==> src/rtl/phase_scheduler.sv <==
// Sequencer that runs L/N elimination phases back-to-back on a single phase instance,
// with a per-phase watchdog and ownership of the phase memory port while a run is active.
module phase_scheduler #(
  parameter  int N       = 4,
  parameter  int M       = 1,
  parameter  int L       = 8,
  parameter  int K       = 16,
  parameter  int TIMEOUT = 4096,
  // M<2 would give a zero-width data word; clamp so the ports stay legal
  localparam int CM      = ($clog2(M) < 1) ? 1 : $clog2(M),
  localparam int DW      = N * CM,
  localparam int NPH     = L / N,
  localparam int BW      = $clog2(K / N + 1),
  localparam int AW      = $clog2(L * K / N)
) (
  input  logic          clk,
  input  logic          rst,
  input  logic          go,
  output logic          busy,
  output logic          done,
  output logic          fail,
  output logic          fail_timeout,
  output logic [BW-1:0] phase_idx,
  input  logic          host_rd_en,
  input  logic [AW-1:0] host_rd_addr,
  output logic [DW-1:0] host_rd_data,
  input  logic          host_wr_en,
  input  logic [AW-1:0] host_wr_addr,
  input  logic [DW-1:0] host_wr_data,
  output logic          ph_start,
  output logic [BW-1:0] ph_start_block,
  output logic          ph_last_phase,
  input  logic          ph_done,
  input  logic          ph_fail,
  output logic          ph_rd_en,
  output logic [AW-1:0] ph_rd_addr,
  output logic          ph_wr_en,
  output logic [AW-1:0] ph_wr_addr,
  output logic [DW-1:0] ph_data_in,
  input  logic [DW-1:0] ph_data_out
);

  localparam int WW = (TIMEOUT < 1) ? 1 : $clog2(TIMEOUT + 1);
  localparam logic [WW-1:0] WMAX = {WW{1'b1}};
  localparam logic [WW-1:0] WLIM = WW'((TIMEOUT < 1) ? 0 : TIMEOUT - 1);
  localparam logic [BW-1:0] LAST = BW'(NPH - 1);

  typedef enum logic [2:0] {
    S_IDLE, S_START, S_WAIT, S_DONE, S_FAIL
  } state_t;

  state_t        state;
  logic [WW-1:0] wdog;
  logic          is_last;

  assign is_last        = (phase_idx == LAST);
  assign ph_start_block = phase_idx;
  assign ph_last_phase  = is_last;

  always_ff @(posedge clk or negedge rst) begin
    if (!rst) begin
      state        <= S_IDLE;
      phase_idx    <= '0;
      wdog         <= '0;
      busy         <= 1'b0;
      done         <= 1'b0;
      fail         <= 1'b0;
      fail_timeout <= 1'b0;
      ph_start     <= 1'b0;
    end else begin
      ph_start <= 1'b0;
      case (state)
        S_IDLE, S_DONE, S_FAIL: begin
          if (go) begin
            phase_idx    <= '0;
            done         <= 1'b0;
            fail         <= 1'b0;
            fail_timeout <= 1'b0;
            busy         <= 1'b1;
            ph_start     <= 1'b1;
            state        <= S_START;
          end
        end
        S_START: begin
          wdog  <= '0;
          state <= S_WAIT;
        end
        S_WAIT: begin
          if (wdog != WMAX) wdog <= wdog + 1'b1;
          // a failure report beats a completion in the same cycle
          if (ph_fail) begin
            fail         <= 1'b1;
            fail_timeout <= 1'b0;
            busy         <= 1'b0;
            state        <= S_FAIL;
          end else if (ph_done) begin
            if (is_last) begin
              done  <= 1'b1;
              busy  <= 1'b0;
              state <= S_DONE;
            end else begin
              phase_idx <= phase_idx + 1'b1;
              ph_start  <= 1'b1;
              state     <= S_START;
            end
          end else if (TIMEOUT != 0 && wdog == WLIM) begin
            fail         <= 1'b1;
            fail_timeout <= 1'b1;
            busy         <= 1'b0;
            state        <= S_FAIL;
          end
        end
        default: state <= S_IDLE;
      endcase
    end
  end

  // host owns the memory strobes only between runs; address/data always pass through
  assign ph_rd_en     = host_rd_en & ~busy;
  assign ph_wr_en     = host_wr_en & ~busy;
  assign ph_rd_addr   = host_rd_addr;
  assign ph_wr_addr   = host_wr_addr;
  assign ph_data_in   = host_wr_data;
  assign host_rd_data = ph_data_out;

endmodule

==> config.mk <==
export PLATFORM = sky130hd
export DESIGN_NAME = phase_scheduler
export DESIGN_NICKNAME = d
export VERILOG_FILES = /design/src/rtl/phase_scheduler.sv
export SDC_FILE = /design/constraint.sdc
export NUM_CORES = 1
export LEC_CHECK = 0
export CAP_MARGIN = 20
export CORE_ASPECT_RATIO = 2
export CORE_UTILIZATION = 39
export DETAILED_ROUTE_END_ITERATION = 8
export GPL_TIMING_DRIVEN = 0
export PLACE_DENSITY = 0.82
export SLEW_MARGIN = 20
export SYNTH_ARGS = -nofsm -noshare
export SYNTH_HDL_FRONTEND = slang
export SYNTH_SLANG_ARGS = --single-unit
==> constraint.sdc <==
create_clock -name clk -period 1.7 [get_ports clk]
set_input_delay 0.425 -clock clk [delete_from_list [all_inputs] [get_ports clk]]
set_output_delay 0.425 -clock clk [all_outputs]
set_load 0.05 [all_outputs]
Word level (Yosys, flattened, before mapping)
Cells that the tools add are included.
{"block": "op_classes", "mux": 35, "n_bitwise": 3, "addsub": 2, "eq_ne": 17, "n_reduce_logical": 10}
{"op": "case mux 13 bit (2 select lines)", "count": 1}
{"op": "two-way mux 3 bit", "count": 8}
{"op": "two-way mux 1 bit", "count": 17}
{"op": "adder 13 x 1 -> 13 bit, second input constant", "count": 1}
{"op": "== test 13 x 12 -> 1 bit, second input constant", "count": 1}
{"op": "two-way mux 13 bit", "count": 1}
{"op": "!= test 13 bit, second input constant", "count": 1}
{"op": "!= test 2 bit, second input constant", "count": 6}
{"op": "case mux 1 bit (2 select lines)", "count": 5}
{"op": "AND reduction 5 bit", "count": 2}
{"op": "case mux 3 bit (3 select lines)", "count": 1}
{"op": "!= test 4 bit, second input constant", "count": 2}
{"op": "AND reduction 4 bit", "count": 2}
{"op": "== test 3 x 1 -> 1 bit, second input constant", "count": 2}
{"op": "== test 3 x 2 -> 1 bit, second input constant", "count": 2}
{"op": "!= test 3 bit, second input constant", "count": 2}
{"op": "case mux 3 bit (2 select lines)", "count": 1}
{"op": "AND reduction 2 bit", "count": 2}
{"op": "nonzero test 2 bit", "count": 2}
{"op": "adder 3 x 1 -> 3 bit, second input constant", "count": 1}
{"op": "== test 3 bit, second input constant", "count": 1}
{"op": "logical NOT 3 bit", "count": 1}
{"op": "OR reduction 3 bit", "count": 1}
{"op": "AND 1 bit", "count": 2}
{"op": "2 further kinds", "count": 2}
{"block": "totals", "output_inout_bits": 32, "regBits": 24, "input_bits": 25, "elab_cells": 75}

Depth between registers and ports, before layout
Gate-level depths: netlist of the first run.
{"block": "depth", "depth_word": 5, "mapped_depth": 7, "mapped_depth_nobuf": 7}

Worst setup path before layout of the first run
OpenSTA, ideal clock, no wires.
{"block": "synth_timing", "path_type": "flip-flop to flip-flop", "start": "register phase_idx[0] (netlist: ph_start_block[0])", "end": "register phase_idx[2] (netlist: ph_start_block[2])", "stages_incl_launch_ff": 7, "setup_slack_ns": -0.761, "arrival_time_ns": 2.339, "path_cell_list": "dfrtp_1 > ha_1 > nor2b_1 > nor3_1 > o21ai_0 > xor2_1 > nor2_1"}
{"block": "synth_via", "elab_cells_between_ends": 8}
{"element": "from (decl)", "line_no": "23", "text": "output logic [BW-1:0] phase_idx,"}
{"element": "from (signal assigned)", "line_no": "102", "text": "phase_idx <= phase_idx + 1'b1;"}
{"element": "== test 3 x 1 -> 1 bit", "line_no": "56", "text": "assign is_last = (phase_idx == LAST);"}
{"element": "net ph_last_phase", "line_no": "32", "text": "output logic ph_last_phase,"}
{"element": "!= test 2 bit (no source line)"}
{"element": "AND reduction 5 bit (no source line)"}
The timed path passes the listed nets, and every way through them passes these cells. The select of a mux whose other input is x is not followed.
A chain may end at the register's enable or synchronous reset.

Worst setup path after layout of the first run
{"block": "layout_timing", "start": "register wdog[11]", "end": "register wdog[4]"}
{"block": "layout_via", "elab_chain_cells": 3}
{"element": "from (decl)", "line_no": "53", "text": "logic [WW-1:0] wdog;"}
{"element": "from (signal assigned)", "line_no": "89", "text": "if (wdog != WMAX) wdog <= wdog + 1'b1;"}
{"element": "!= test 13 bit", "line_no": "89"}
{"element": "!= test 2 bit (no source line)"}
{"element": "AND reduction 2 bit (no source line)"}
No other way between the ends.

==> results by group, run 1 <==
Outcome
  • Status: finished, violations left
  • Failing checks: negative setup slack

Worst setup path
  • Critical Path AT: 1970 ps
  • Crit Path Class: register to register
  • Slowest stage delay, CP: approximately 490 ps
  • Worst path buffer plus inverter count: 0
  • Req. time, crit path: ~1900 ps
  • Slowest-stage cell, CP: or4b_4
  • Worst setup EP type: register
  • Crit path max-delay family: simple AND/OR/NAND/NOR gates
  • Worst-path cell chain: and4_4 -> or4b_4 -> and2_4 -> nand2b_4 -> a2bb2oi_2
  • CP Launch Type: register
  • Worst Path Max Fanout: 7

Placement
  • Final HPWL DP: between 2000 and 3000 um
  • # port buffers: 38
  • RePlAce Congestion: a little over 0.8
  • Post-DP Area: roughly 1900 um2
  • Cells after DPL: roughly 250

Logic synthesis
  • Sequential-to-total area share from yosys stat: between 40% and 50%
  • Top-area cell type share of the netlist area: around 40%
  • Ys Warns: 0
  • Mapped Cells: about 160
  • Synth async-reset ratio: 100%
  • Unique masters post-synth: between 40 and 50
  • Synth area leaders: dfrtp_1 41%, buf_4 11%, o21ai_0 5.5%
  • Top cell type by total area after synthesis: dfrtp_1
  • Post-Syn Area: between 1000 and 1500 um2
  • Post-synth EDFFs: 0
  • Top FF cell, synth: dfrtp_1
  • Syn avg cell area: between 8 and 9 um2
  • #FFs+latches synth: 24
  • Syn nets: ~190

STA
  • Max-slew violations: 0
  • RSZ-0062 raised after global routing: true
  • Total negative setup slack: -259 ps
  • Slew at the pin closest to its max-slew limit: ~540 ps
  • Relative slew margins: 63.8%
  • Final worst setup slack: -66.9 ps
  • Final Setup Violations: 8
  • Max Fclk: 0.566 GHz
  • Minimum clock period: approximately 1800 ps
  • Final hold vios: 0
  • Skew final: between 2 and 2.5 ps
  • Fin crit share: 104%

Floorplanning
  • DIE WIDTH: ~45 um
  • Die H: 88.5 um
  • FP Rows: 31
  • IO Count: 57
  • Initial Util: 40.4%
  • Die area: around 4000 um2
  • Placeable Area: 3610 um2

Power
  • Worst vdd ir: 0.658 mV
  • Power Dens Cells: 1410 nW/um2
  • Leakage Power: slightly above 1 nW
  • Tot Pwr: slightly above 3 mW

Final layout
  • Non-Filler Instances: 268
  • ANT cells: 0
  • Final nets: approximately 250
  • Layout cells sized above 1: approximately 37%
  • Fin util: 59.6%
  • Layout area overhead: 47.3%
  • Non-Filler Cell Area, Final: about 2100 um2

Detailed routing
  • 1st-pass router iterations: 4
  • Residual DRC: 0
  • Vias post-DR: about 1400
  • Max Used Layer: met4
  • Post-DR vias/cell: between 5 and 6
  • Metal2 WL: 2070 um
  • Post-Route M1 WL: between 1000 and 1500 um
  • Detailed Route Iter0 Violations: 21
  • DRT Wirelength: between 3000 and 4000 um
  • Met3 wire length: 155 um
  • WL per Instance: ~13 um
  • Post-DRT Antenna Nets: 0

GRT
  • Largest net degree at the start of global routing: 25
  • Initial antenna violation count: 0
  • GRT overflow: 0
  • First-pass GRT wire length: about 5400 um
  • Gr usage total: 18.3%
  • Number of global-route vias before repair: 1319

CTS
  • CTS root buffer: clkbuf_8
  • Clk_lat worst skew: around 270 ps
  • Deepest clock path buffer count: 2
  • CTS clk-pin slew, worst paths: 80 ps
  • Post-CTS Hold Buffers: 0
  • Inserted Clock Buffers: 3
  • Clock sinks: 24
  • CTS tree: done
  • H-tree Lvls: 1

Min path
  • Worst min-delay path class: input port to async pin

Flow run
  • Max-Cap Viols: 0
[layer usage]
metal	up-vias	track usage, %
met1	670	16.7
met4	0	9.92
met2	62	36.2
met5	-	0
li1	660	-
met3	10	1.63
[power by group]
group	switching [mW]	leakage, nW	internal (mW)
clock network	0.186	0.0288	0.207
logic	1.11	0.678	0.682
registers	0.137	0.311	0.713
[logic make-up after synthesis]
logic type               Yosys count  share of synthesized area (%)
XOR/XNOR                           1                          0.600
flip-flops                        24                           41.2
multiplexers                       3                           2.23
buffers and inverters             30                           14.2
AND/OR/NAND/NOR                   63                           22.2
AO/OA/AOI/OAI                     40                           17.0
adder cells (fa/ha/maj)            3                           2.57
[state kept, by name, indices dropped and copies added (netlist names)]
register,flops
wdog,13
ph_start_block,3
state,3
busy,1
done,1
fail,1
fail_timeout,1
ph_start,1
[cell usage in the layout, fill, tap and decap left out, drive strengths merged, types with 2 or more instances in the layout]
| cell | synthesis | routed |
|---|---|---|
| nor2 | 17 | 17 |
| dlygate4sd2 | 0 | 25 |
| nand4 | 4 | 4 |
| nor3 | 2 | 2 |
| dlymetal6s2s | 0 | 2 |
| inv | 5 | 5 |
| ha | 3 | 3 |
| clkbuf | 2 | 8 |
| nor2b | 6 | 6 |
| dfrtp | 24 | 24 |
| a31oi | 5 | 5 |
| clkdlybuf4s50 | 0 | 3 |
| nand2b | 3 | 3 |
| and2 | 2 | 2 |
| buf | 23 | 40 |
| nand2 | 16 | 16 |
| o21ai | 16 | 16 |
| nand3 | 6 | 6 |
| mux2 | 2 | 2 |
| a21oi | 7 | 7 |
| clkdlybuf4s15 | 0 | 2 |
[per-stage QoR]
stage | setup slack, ps | hold WS, ps
3_3_place_gp | -509 | 473
6_report | -66.9 | 126
5_1_grt | -112 | 166
4_1_cts | -83.8 | 492
2_1_floorplan | -125 | 129
3_5_place_dp | -525 | 477
[repair_timing]
| action | CTS | global route |
|---|---|---|
| buffers inserted | 6 | 8 |
| gates cloned | 0 | 0 |
| endpoints found under the setup margin | 49 | 24 |
| pin swaps | 8 | 13 |
| gates resized for setup | 70 | 26 |
[Yosys cell counts (2+ instances only)]
library cell  instances
a21oi_1               7
a31oi_1               5
and2_1                2
buf_4                21
buf_6                 2
dfrtp_1              24
ha_1                  3
inv_1                 5
mux2_2                2
nand2_1              16
nand2b_1              2
nand3_1               6
nand4_1               4
nor2_1               16
nor2b_1               6
nor3_1                2
o21ai_0              16
[path summary, 6_finish.rpt]
check	startpoint	to	slack, ps	depth (start not counted)
worst max-delay path	wdog[11]$_DFFE_PN0P_	wdog[4]$_DFFE_PN0P_	-70	5
worst min-delay path	rst	wdog[6]$_DFFE_PN0P_	130	1
worst max register to register	wdog[11]$_DFFE_PN0P_	wdog[4]$_DFFE_PN0P_	-70	5
worst min register to register	fail_timeout$_DFFE_PN0P_	fail_timeout$_DFFE_PN0P_	490	1
max in group asynchronous	rst	state[1]$_DFFE_PN0P_	1180	1
min in group clk	fail_timeout$_DFFE_PN0P_	fail_timeout$_DFFE_PN0P_	490	1
[final cells by class]
| type | instances | area (um2) |
|---|---|---|
| fill | 318 | 1460 |
| clock buffer | 4 | 55.1 |
| inverter | 5 | 18.8 |
| tap | 49 | 61.3 |
| buffer | 24 | 181 |
| timing repair buffer | 52 | 448 |
| sequential | 24 | 608 |
| multi-input combinational | 110 | 776 |
No activity file was read; power rests on OpenSTA's default activity.
==> inputs of run 2 (changes only) <==
--- a/config.mk
+++ b/config.mk
@@ -6,11 +6,13 @@
 export NUM_CORES = 1
 export LEC_CHECK = 0
 export CAP_MARGIN = 20
+export CELL_PAD_IN_SITES_DETAIL_PLACEMENT = 1
+export CELL_PAD_IN_SITES_GLOBAL_PLACEMENT = 1
 export CORE_ASPECT_RATIO = 2
-export CORE_UTILIZATION = 39
+export CORE_UTILIZATION = 28
 export DETAILED_ROUTE_END_ITERATION = 8
 export GPL_TIMING_DRIVEN = 0
-export PLACE_DENSITY = 0.82
+export PLACE_DENSITY = 0.81
 export SLEW_MARGIN = 20
 export SYNTH_ARGS = -nofsm -noshare
 export SYNTH_HDL_FRONTEND = slang
==> results by group, run 2 (synthesis results as in run 1) <==
GRT
  • GRT overflow: 0 (unchanged)
  • Gr usage total: 15.6% (-2.7 points)
  • First-pass GRT wire length: 6460 um (+19%)
  • Initial antenna violation count: 0 (unchanged)
  • Number of global-route vias before repair: 1426 (+8.1%)
  • Largest net degree at the start of global routing: 25 (unchanged)

Final layout
  • Max FFs per register: 13 (unchanged)
  • Non-Filler Instances: 275 (+2.6%)
  • Layout cells sized above 1: 38.1% (+1.1 points)
  • Most common cell after layout, fill and taps aside: buf_4
  • Final nets: 247 (-0.40%)
  • ANT cells: 0 (unchanged)
  • Layout area overhead: 51.9%
  • Largest Register: wdog
  • Most frequent cells in the layout: 32 x buf_4, 23 x dlygate4sd2_1, 19 x dfrtp_1, 16 x nand2_1, 14 x nor2_1

STA
  • Relative slew margins: 62.2% (-1.6 points)
  • Final worst setup slack: -189 ps (-122 ps)
  • Max Fclk: 0.529 GHz (-6.5%)
  • Max-slew violations: 0 (unchanged)
  • Slew at the pin closest to its max-slew limit: 567 ps (+24.5 ps)
  • Fin crit share: 111% (+7.2 points)
  • Total negative setup slack: -1390 ps (-1130 ps)
  • Skew final: 4.75 ps (+2.46 ps)
  • RSZ-0062 raised after global routing: true
  • Minimum clock period: 1890 ps (+122 ps)
  • Worst Hold Margin: 133 ps (+6.34 ps)
  • Final Setup Violations: 13 (+5)
  • Final hold vios: 0 (unchanged)

Floorplanning
  • Placeable Area: 4950 um2 (+37%)
  • IO Count: 57 (unchanged)
  • DIE WIDTH: 53.0 um (+17%)
  • Die H: 104 um (+18%)
  • Die area: 5520 um2 (+38%)
  • FP Rows: 36 (+16%)
  • Initial Util: 29.4% (-11 points)

Worst setup path
  • Worst-path cell chain: ha_4 -> nand3_4 -> or4b_4 -> buf_6 -> a21oi_4 -> nand2_1 -> o311ai_2
  • Crit Path Class: register to register
  • Req. time, crit path: 1880 ps (-20 ps)
  • Slowest-stage cell, CP: or4b_4
  • Worst setup EP type: register
  • Slowest stage delay, CP: 560 ps (+70 ps)
  • CP Launch Type: register
  • Critical Path AT: 2070 ps (+100 ps)
  • Worst Path Max Fanout: 7 (unchanged)

Power
  • Worst vdd ir: 1.11 mV (+68%)
  • Leakage Power: 1.02 nW (+0.49%)
  • Power Dens Cells: 1470 nW/um2 (+4.1%)

CTS
  • CTS clk-pin slew, worst paths: 90 ps (about the same)
  • H-tree Lvls: 1 (unchanged)
  • Clock sinks: 24 (unchanged)
  • Clk_lat worst skew: 270 ps (about the same)
  • Inserted Clock Buffers: 3 (unchanged)
  • CTS root buffer: clkbuf_8
  • Post-CTS Hold Buffers: 0 (unchanged)
  • Deepest clock path buffer count: 2 (unchanged)
  • CTS tree: done

Detailed routing
  • Post-DR vias/cell: 5.13 (-1.9%)
  • Vias post-DR: 1411 (+0.64%)
  • DRT Wirelength: 4260 um (+20%)
  • Detailed Route Iter0 Violations: 19 (-9.5%)
  • 1st-pass router iterations: 4 (unchanged)
  • Post-DRT Antenna Nets: 0 (unchanged)
  • Residual DRC: 0 (unchanged)
  • WL per Instance: 15.5 um (+17%)

Placement
  • Cells after DPL: 259 (+3.2%)
  • # port buffers: 38 (unchanged)
  • Final HPWL DP: 2850 um (+14%)
  • RePlAce Congestion: 0.791 (-4.6%)

Outcome
  • Failing checks: negative setup slack
  • Status: finished, violations left

Min path
  • Worst min-delay path class: input port to async pin

Flow run
  • Max-Cap Viols: 0 (unchanged)
[run 2: metrics by stage]
| stage | utilization, % | power [mW] | setup WS [ps] | instance area (um2) |
|---|---|---|---|---|
| after floorplan | - | 2.02 | -125 | 1490 |
| after global placement | 39.1 | 2.50 | -507 | 1940 |
| after detailed placement | 39.0 | 2.53 | -512 | 1930 |
| after CTS | 42.4 | 3.08 | -202 | 2100 |
| after global routing | 44.7 | 3.46 | -256 | 2220 |
| final | 44.7 | 3.26 | -189 | 2220 |
[run 2: final timing paths]
check,from,end,slack (ps),cells past startpoint
max,wdog[0]$_DFFE_PN0P_,wdog[11]$_DFFE_PN0P_,-190,7
min,rst,ph_start$_DFF_PN0_,130,1
max reg2reg,wdog[0]$_DFFE_PN0P_,wdog[11]$_DFFE_PN0P_,-190,7
min reg2reg,wdog[10]$_DFFE_PN0P_,wdog[10]$_DFFE_PN0P_,520,1
max in group asynchronous,rst,wdog[9]$_DFFE_PN0P_,1160,1
min in group clk,wdog[10]$_DFFE_PN0P_,wdog[10]$_DFFE_PN0P_,520,1
[run 2: per-layer routing]
metal | part of all wire, % | global-route usage (%) | up-vias | routed length [um]
li1 | - | - | 659 | -
met1 | 33 | 14.2 | 684 | 1390
met2 | 60 | 30.9 | 57 | 2570
met3 | 4.2 | 1.61 | 11 | 177
met4 | 2.9 | 7.14 | 0 | 124
met5 | 0 | 0 | - | 0
[run 2: area by class of cell]
cell class,instances,area [um2]
Tap cell,57,71.3
Inverter,5,18.8
Buffer,24,190
Timing Repair Buffer,51,453
Clock buffer,3,41.3
Sequential cell,24,607
Multi-Input combinational cell,110,805
Clock inverter,1,30.0
Fill cell,570,2740
[run 2: critical path: cells and delay by family, from the launching register on]
kind	cells	cell delay, ps
adder cells (fa/ha/maj)	1	170
AND/OR/NAND/NOR	3	740
AO/OA/AOI/OAI	2	330
buffers and inverters	1	140
flip-flops	1	410
[run 2: power by group]
group          internal [mW]  switching, mW  leakage [nW]  total [mW]
clock network          0.315          0.196        0.0357       0.511
logic                  0.720           1.16         0.674        1.88
registers              0.711          0.158         0.313       0.869
total                   1.75           1.52          1.02        3.26
[run 2: what timing repair did]
| item | CTS | global route |
|---|---|---|
| setup endpoints to repair | 51 | 22 |
| resized for setup | 75 | 26 |
| pin swaps | 7 | 10 |
| buffers inserted | 7 | 6 |
